### config.mk
export PLATFORM = sky130hd
export DESIGN_NAME = i2c_master
export DESIGN_NICKNAME = d
export VERILOG_FILES = /design/src/rtl/i2c_master.sv
export SDC_FILE = /design/constraint.sdc
export NUM_CORES = 1
export LEC_CHECK = 0
export CAP_MARGIN = 20
export CORE_AREA = 10 10 75 83
export DETAILED_ROUTE_END_ITERATION = 10
export DIE_AREA = 0 0 85 93
export GPL_ROUTABILITY_DRIVEN = 0
export PLACE_DENSITY_LB_ADDON = 0.25
export SYNTH_ARGS = -nofsm -noshare
export SYNTH_HDL_FRONTEND = slang
export SYNTH_SLANG_ARGS = --single-unit
### constraint.sdc
create_clock -name clk -period 2.6 [get_ports clk]
set_clock_uncertainty 0.2 [all_clocks]
set_input_delay 0.52 -clock clk [delete_from_list [all_inputs] [get_ports clk]]
set_output_delay 0.52 -clock clk [all_outputs]
set_load 0.005 [all_outputs]
### src/rtl/i2c_master.sv
// Single-byte I2C write master: START, address+R/W, ACK, data, ACK, STOP.
// Define I2C_ACK_CHECK_EN to act on NACKs (sets ack_err, aborts after address NACK).
module i2c_master #(
  parameter int HALF_TICKS = 5
) (
  input  logic       clk,
  input  logic       reset_p,
  input  logic       clk_1MHz,
  input  logic [6:0] addr,
  input  logic       rd_wr,
  input  logic [7:0] data,
  input  logic       comm_go,
  input  logic       sda_in,
  output logic       scl,
  output logic       sda,
  output logic       busy,
  output logic       ack_err
);

  localparam int CW = $clog2(3 * HALF_TICKS) + 1;
  localparam logic [CW-1:0] T1 = CW'(HALF_TICKS - 1);
  localparam logic [CW-1:0] T2 = CW'(2 * HALF_TICKS - 1);
  localparam logic [CW-1:0] T3 = CW'(3 * HALF_TICKS - 1);

  typedef enum logic [2:0] {
    IDLE, START, ADDR, ACK1, DATA, ACK2, STOP
  } state_t;

  state_t        state;
  logic          clk1_q;
  logic          go_q;
  logic          tick;
  logic          go_rise;
  logic          nack;
  logic          err_q;
  logic [CW-1:0] cnt;
  logic [2:0]    bitn;
  logic [7:0]    abyte;
  logic [7:0]    dbyte;

  assign tick    = clk_1MHz & ~clk1_q;
  assign go_rise = comm_go & ~go_q;

`ifdef I2C_ACK_CHECK_EN
  assign nack    = sda_in;
  assign ack_err = err_q;
`else
  logic unused_ok;
  assign nack      = 1'b0;
  assign ack_err   = 1'b0;
  assign unused_ok = sda_in ^ err_q;
`endif

  always_ff @(posedge clk) begin
    if (reset_p) begin
      state  <= IDLE;
      scl    <= 1'b1;
      sda    <= 1'b1;
      busy   <= 1'b0;
      err_q  <= 1'b0;
      cnt    <= '0;
      bitn   <= '0;
      abyte  <= '0;
      dbyte  <= '0;
      clk1_q <= 1'b1;
      go_q   <= 1'b0;
    end else begin
      clk1_q <= clk_1MHz;
      go_q   <= comm_go;
      unique case (state)
        IDLE: begin
          if (go_rise) begin
            abyte <= {addr, rd_wr};
            dbyte <= data;
            busy  <= 1'b1;
            err_q <= 1'b0;
            sda   <= 1'b0;
            scl   <= 1'b1;
            cnt   <= '0;
            state <= START;
          end
        end
        START: begin
          if (tick) begin
            if (cnt == T1) begin
              cnt   <= '0;
              scl   <= 1'b0;
              bitn  <= 3'd7;
              sda   <= abyte[7];
              state <= ADDR;
            end else begin
              cnt <= cnt + 1'b1;
            end
          end
        end
        ADDR, DATA: begin
          if (tick) begin
            if (cnt == T2) begin
              cnt <= '0;
              scl <= 1'b0;
              // explicit zero test so the counter never wraps into a 9th bit
              if (bitn == 3'd0) begin
                sda   <= 1'b1;
                state <= (state == ADDR) ? ACK1 : ACK2;
              end else begin
                bitn <= bitn - 3'd1;
                sda  <= (state == ADDR) ? abyte[bitn - 3'd1]
                                        : dbyte[bitn - 3'd1];
              end
            end else begin
              cnt <= cnt + 1'b1;
              if (cnt == T1) scl <= 1'b1;
            end
          end
        end
        ACK1, ACK2: begin
          if (tick) begin
            if (cnt == T2) begin
              cnt <= '0;
              scl <= 1'b0;
              if (nack) err_q <= 1'b1;
              if (state == ACK1 && !nack) begin
                state <= DATA;
                bitn  <= 3'd7;
                sda   <= dbyte[7];
              end else begin
                state <= STOP;
                sda   <= 1'b0;
              end
            end else begin
              cnt <= cnt + 1'b1;
              if (cnt == T1) scl <= 1'b1;
            end
          end
        end
        STOP: begin
          if (tick) begin
            if (cnt == T3) begin
              cnt   <= '0;
              busy  <= 1'b0;
              state <= IDLE;
            end else begin
              cnt <= cnt + 1'b1;
              if (cnt == T1) scl <= 1'b1;
              if (cnt == T2) sda <= 1'b1;
            end
          end
        end
        default: state <= IDLE;
      endcase
    end
  end

endmodule

==> reports/qor.yml <==
timing:
  worst_pin_slew_ps: 500
  hold_slack_ps: 254
  period_share_pct: 86.9
  fin_tns_setup_ps: 0
  min_period_ps: 2260
  rsz0062_at_grt: "false"
  finalHoldViolations: 0
  fmax_mhz: 443
  relSlewSlack_pct: 66.6
  setup_viol: 0
  drv_slew: 0
layout:
  area_delta_synth_final_pct: 21.4
  final_util_pct: 47.9
  final_common_cell: "nand2_1"
  n_antenna_cell: 0
  final_cell_mix: "nand2_1 (44), dfxtp_1 (32), a21oi_1 (25)"
  nets: 273
  layout-drive-gt1-share_pct: 12.1
clocking:
  cts_inserted_buffers: 5
  insertion_delay_ps: 290
  cts-root-buf: "clkbuf_8"
  cts.sink_count: 32
  post_cts_buffers: 0
  clk_pin_slew_ps: 70
  cts.htree.levels: 2
  clk_path_buf_depth: 2
  postCtsResizedCells: 0
  cts.hold.buffers_added: 0
  cts_tree: "built"
synth:
  synthCells: 223
  syn_area_um2: 1810
  synth_compound_area_share_pct: 19.6
  synth_edf_count: 0
  synthFlopType: "dfxtp_1"
  synth_top_family_by_area: "simple AND/OR/NAND/NOR gates"
  ys_async_sr_fraction_pct: 0
  synth-xor-area-share_pct: 0
  synth_nets: 250
  muxShareOfSynthArea_pct: 6.09
  yosysWarnings: 0
  synth_area_per_cell_um2: 8.11
  synth-simple-area-share_pct: 28.7
  ys_types: 46
  ys_seq_area_share_pct: 35.4
  synth-seq-cells: 32
  synth_fa_ha_area_share_pct: 4.15
drt:
  via_per_inst: 5.23
  drt_iter0_markers: 75
  drt_pass1_iterations: 4
  routedWlPerCell_um: 13.2
  routed_wl_mm: 3.99
  ant_nets: 0
  remaining_drc_errors: 0
  vias: 1586
floorplanning:
  die_area_um2: 7910
  fp.coreArea_um2: 4590
  initial_core_util_pct: 39.4
  die_w_um: 85
  fp.dieH_um: 93
  io_pins: 25
  rows: 26
place:
  portBuffers: 22
  dp.final_hpwl_mm: 2.98
global_routing:
  grtUsageMet3_pct: 3.65
  grt_pass1_wl_mm: 7.03
  grt.busiest_layer: "met2"
  use_met2_pct: 16.5
  grt.overflow.total: 0
  grtUsageTotal_pct: 10.5
  grt_max_degree: 22
  first_global_vias: 1525
  antenna_found_initial: 0
  grt_use_met1_pct: 13.0
critical_path:
  cp_cell_sequence: "inv_1 -> ha_1 -> nand4bb_4 -> a221oi_2 -> a21oi_2 -> buf_4 -> or4_1 -> a21oi_1"
  worstSetupEndpointType: "flip-flop"
  slowest_stage: "or4_1"
  max_stage_delay_ps: 390
  crit_end: "state[2]"
  r2r_cells: 8
  r2r_start: "cnt[1]"
  worstPathArrival_ps: 2280
  crit_type: "reg2reg"
  r2r-end: "state[2]"
  startpoint: "cnt[1]"
  crit_buf_inv: 2
  critPathTopFamily: "simple AND/OR/NAND/NOR gates"
  crit_cells: 8
  r2r_slack_ps: 340
  crit_required_ps: 2620
  start_kind: "flip-flop"
  crit_path_max_fanout: 10
run:
  maxCapViolations: 0
status:
  outcome: "finished clean"
power:
  leakage_nw: 0.731
  power.density_nw_per_um2: 566
  peakVddDrop_uv: 353
min_path:
  hp-class: "reg2reg"
  holdPathStages: 2
  hp-start: "abyte[1]"
==> registers in the layout, indices dropped and copies added (netlist names) <==
| register | cells |
|---|---|
| abyte | 8 |
| dbyte | 8 |
| cnt | 5 |
| bitn | 3 |
| state | 3 |
| busy | 1 |
| clk1_q | 1 |
| go_q | 1 |
| scl | 1 |
| sda | 1 |
==> Yosys cell counts (all sizes together), types with 2 or more instances <==
cell / count / share of area [%]
buf: 6 / 2.1
mux4: 4 / 5.0
a211oi: 6 / 2.5
dfxtp: 32 / 35
or4: 2 / 0.83
nand2: 44 / 9.1
clkbuf: 10 / 2.1
nand4b: 3 / 1.5
a22oi: 2 / 0.83
or2: 2 / 0.69
a21oi: 26 / 7.4
o211ai: 2 / 0.83
o21ai: 10 / 2.8
nand3b: 2 / 1.0
inv: 8 / 1.7
a31oi: 3 / 1.0
nand2b: 5 / 1.7
mux2i: 2 / 1.1
o311ai: 2 / 0.97
nor2: 11 / 2.3
nand3: 11 / 3.0
nor2b: 5 / 1.7
nand4bb: 3 / 2.8
ha: 6 / 4.1
==> how the worst min path moves through the flow <==
stage,endpoint,slack (ps)
finish,abyte[1],250
global route,abyte[6],270
CTS,abyte[1],250
detailed placement,abyte[1],240
global placement,abyte[4],240
floorplan,abyte[1],230
==> logic make-up (layout without fill, tap and decap cells) <==
logic type	count (synthesis)	count (layout)
compound gates	57	57
fa+ha+maj	6	6
buf+inv	24	48
flops	32	32
mux	6	6
other cells	1	1
simple gates	97	97
==> where the power goes <==
part	internal, mW	switching [mW]
registers	0.526	0.0324
clock network	0.214	0.204
logic	0.123	0.143
total	0.864	0.379
==> layout make-up <==
type | instances | area (um2)
multi-input combinational | 167 | 1060
fill | 452 | 2390
sequential | 32 | 641
inverter | 8 | 30.0
timing repair buffer | 32 | 295
tap | 56 | 70.1
clock inverter | 2 | 15.0
clock buffer | 6 | 82.6
==> metrics by stage <==
stage | instances | cell area [um2] | setup slack, ps | total power, mW
floorplan | 223 | 1810 | 385 | 0.736
global placement | 295 | 2100 | 226 | 0.835
detailed placement | 295 | 2100 | 203 | 0.836
CTS | 303 | 2200 | 334 | 1.25
global route | 303 | 2200 | 192 | 1.32
finish | 303 | 2200 | 341 | 1.24
==> worst reg2reg max path: cells and delay by family (launching register included) <==
kind | cells | cell delay, ps
AOI/OAI and AO/OA | 3 | 560
adders and majority gates | 1 | 230
buffers and inverters | 2 | 270
DFF | 1 | 350
and+or+nand+nor | 2 | 580
==> routing by layer <==
layer | vias to the layer above | wire length [um]
met4 | 0 | 40
met5 | - | 0
met3 | 5 | 249
met2 | 39 | 1810
met1 | 708 | 1890
li1 | 834 | -
No activity file was read; power rests on OpenSTA's default activity.
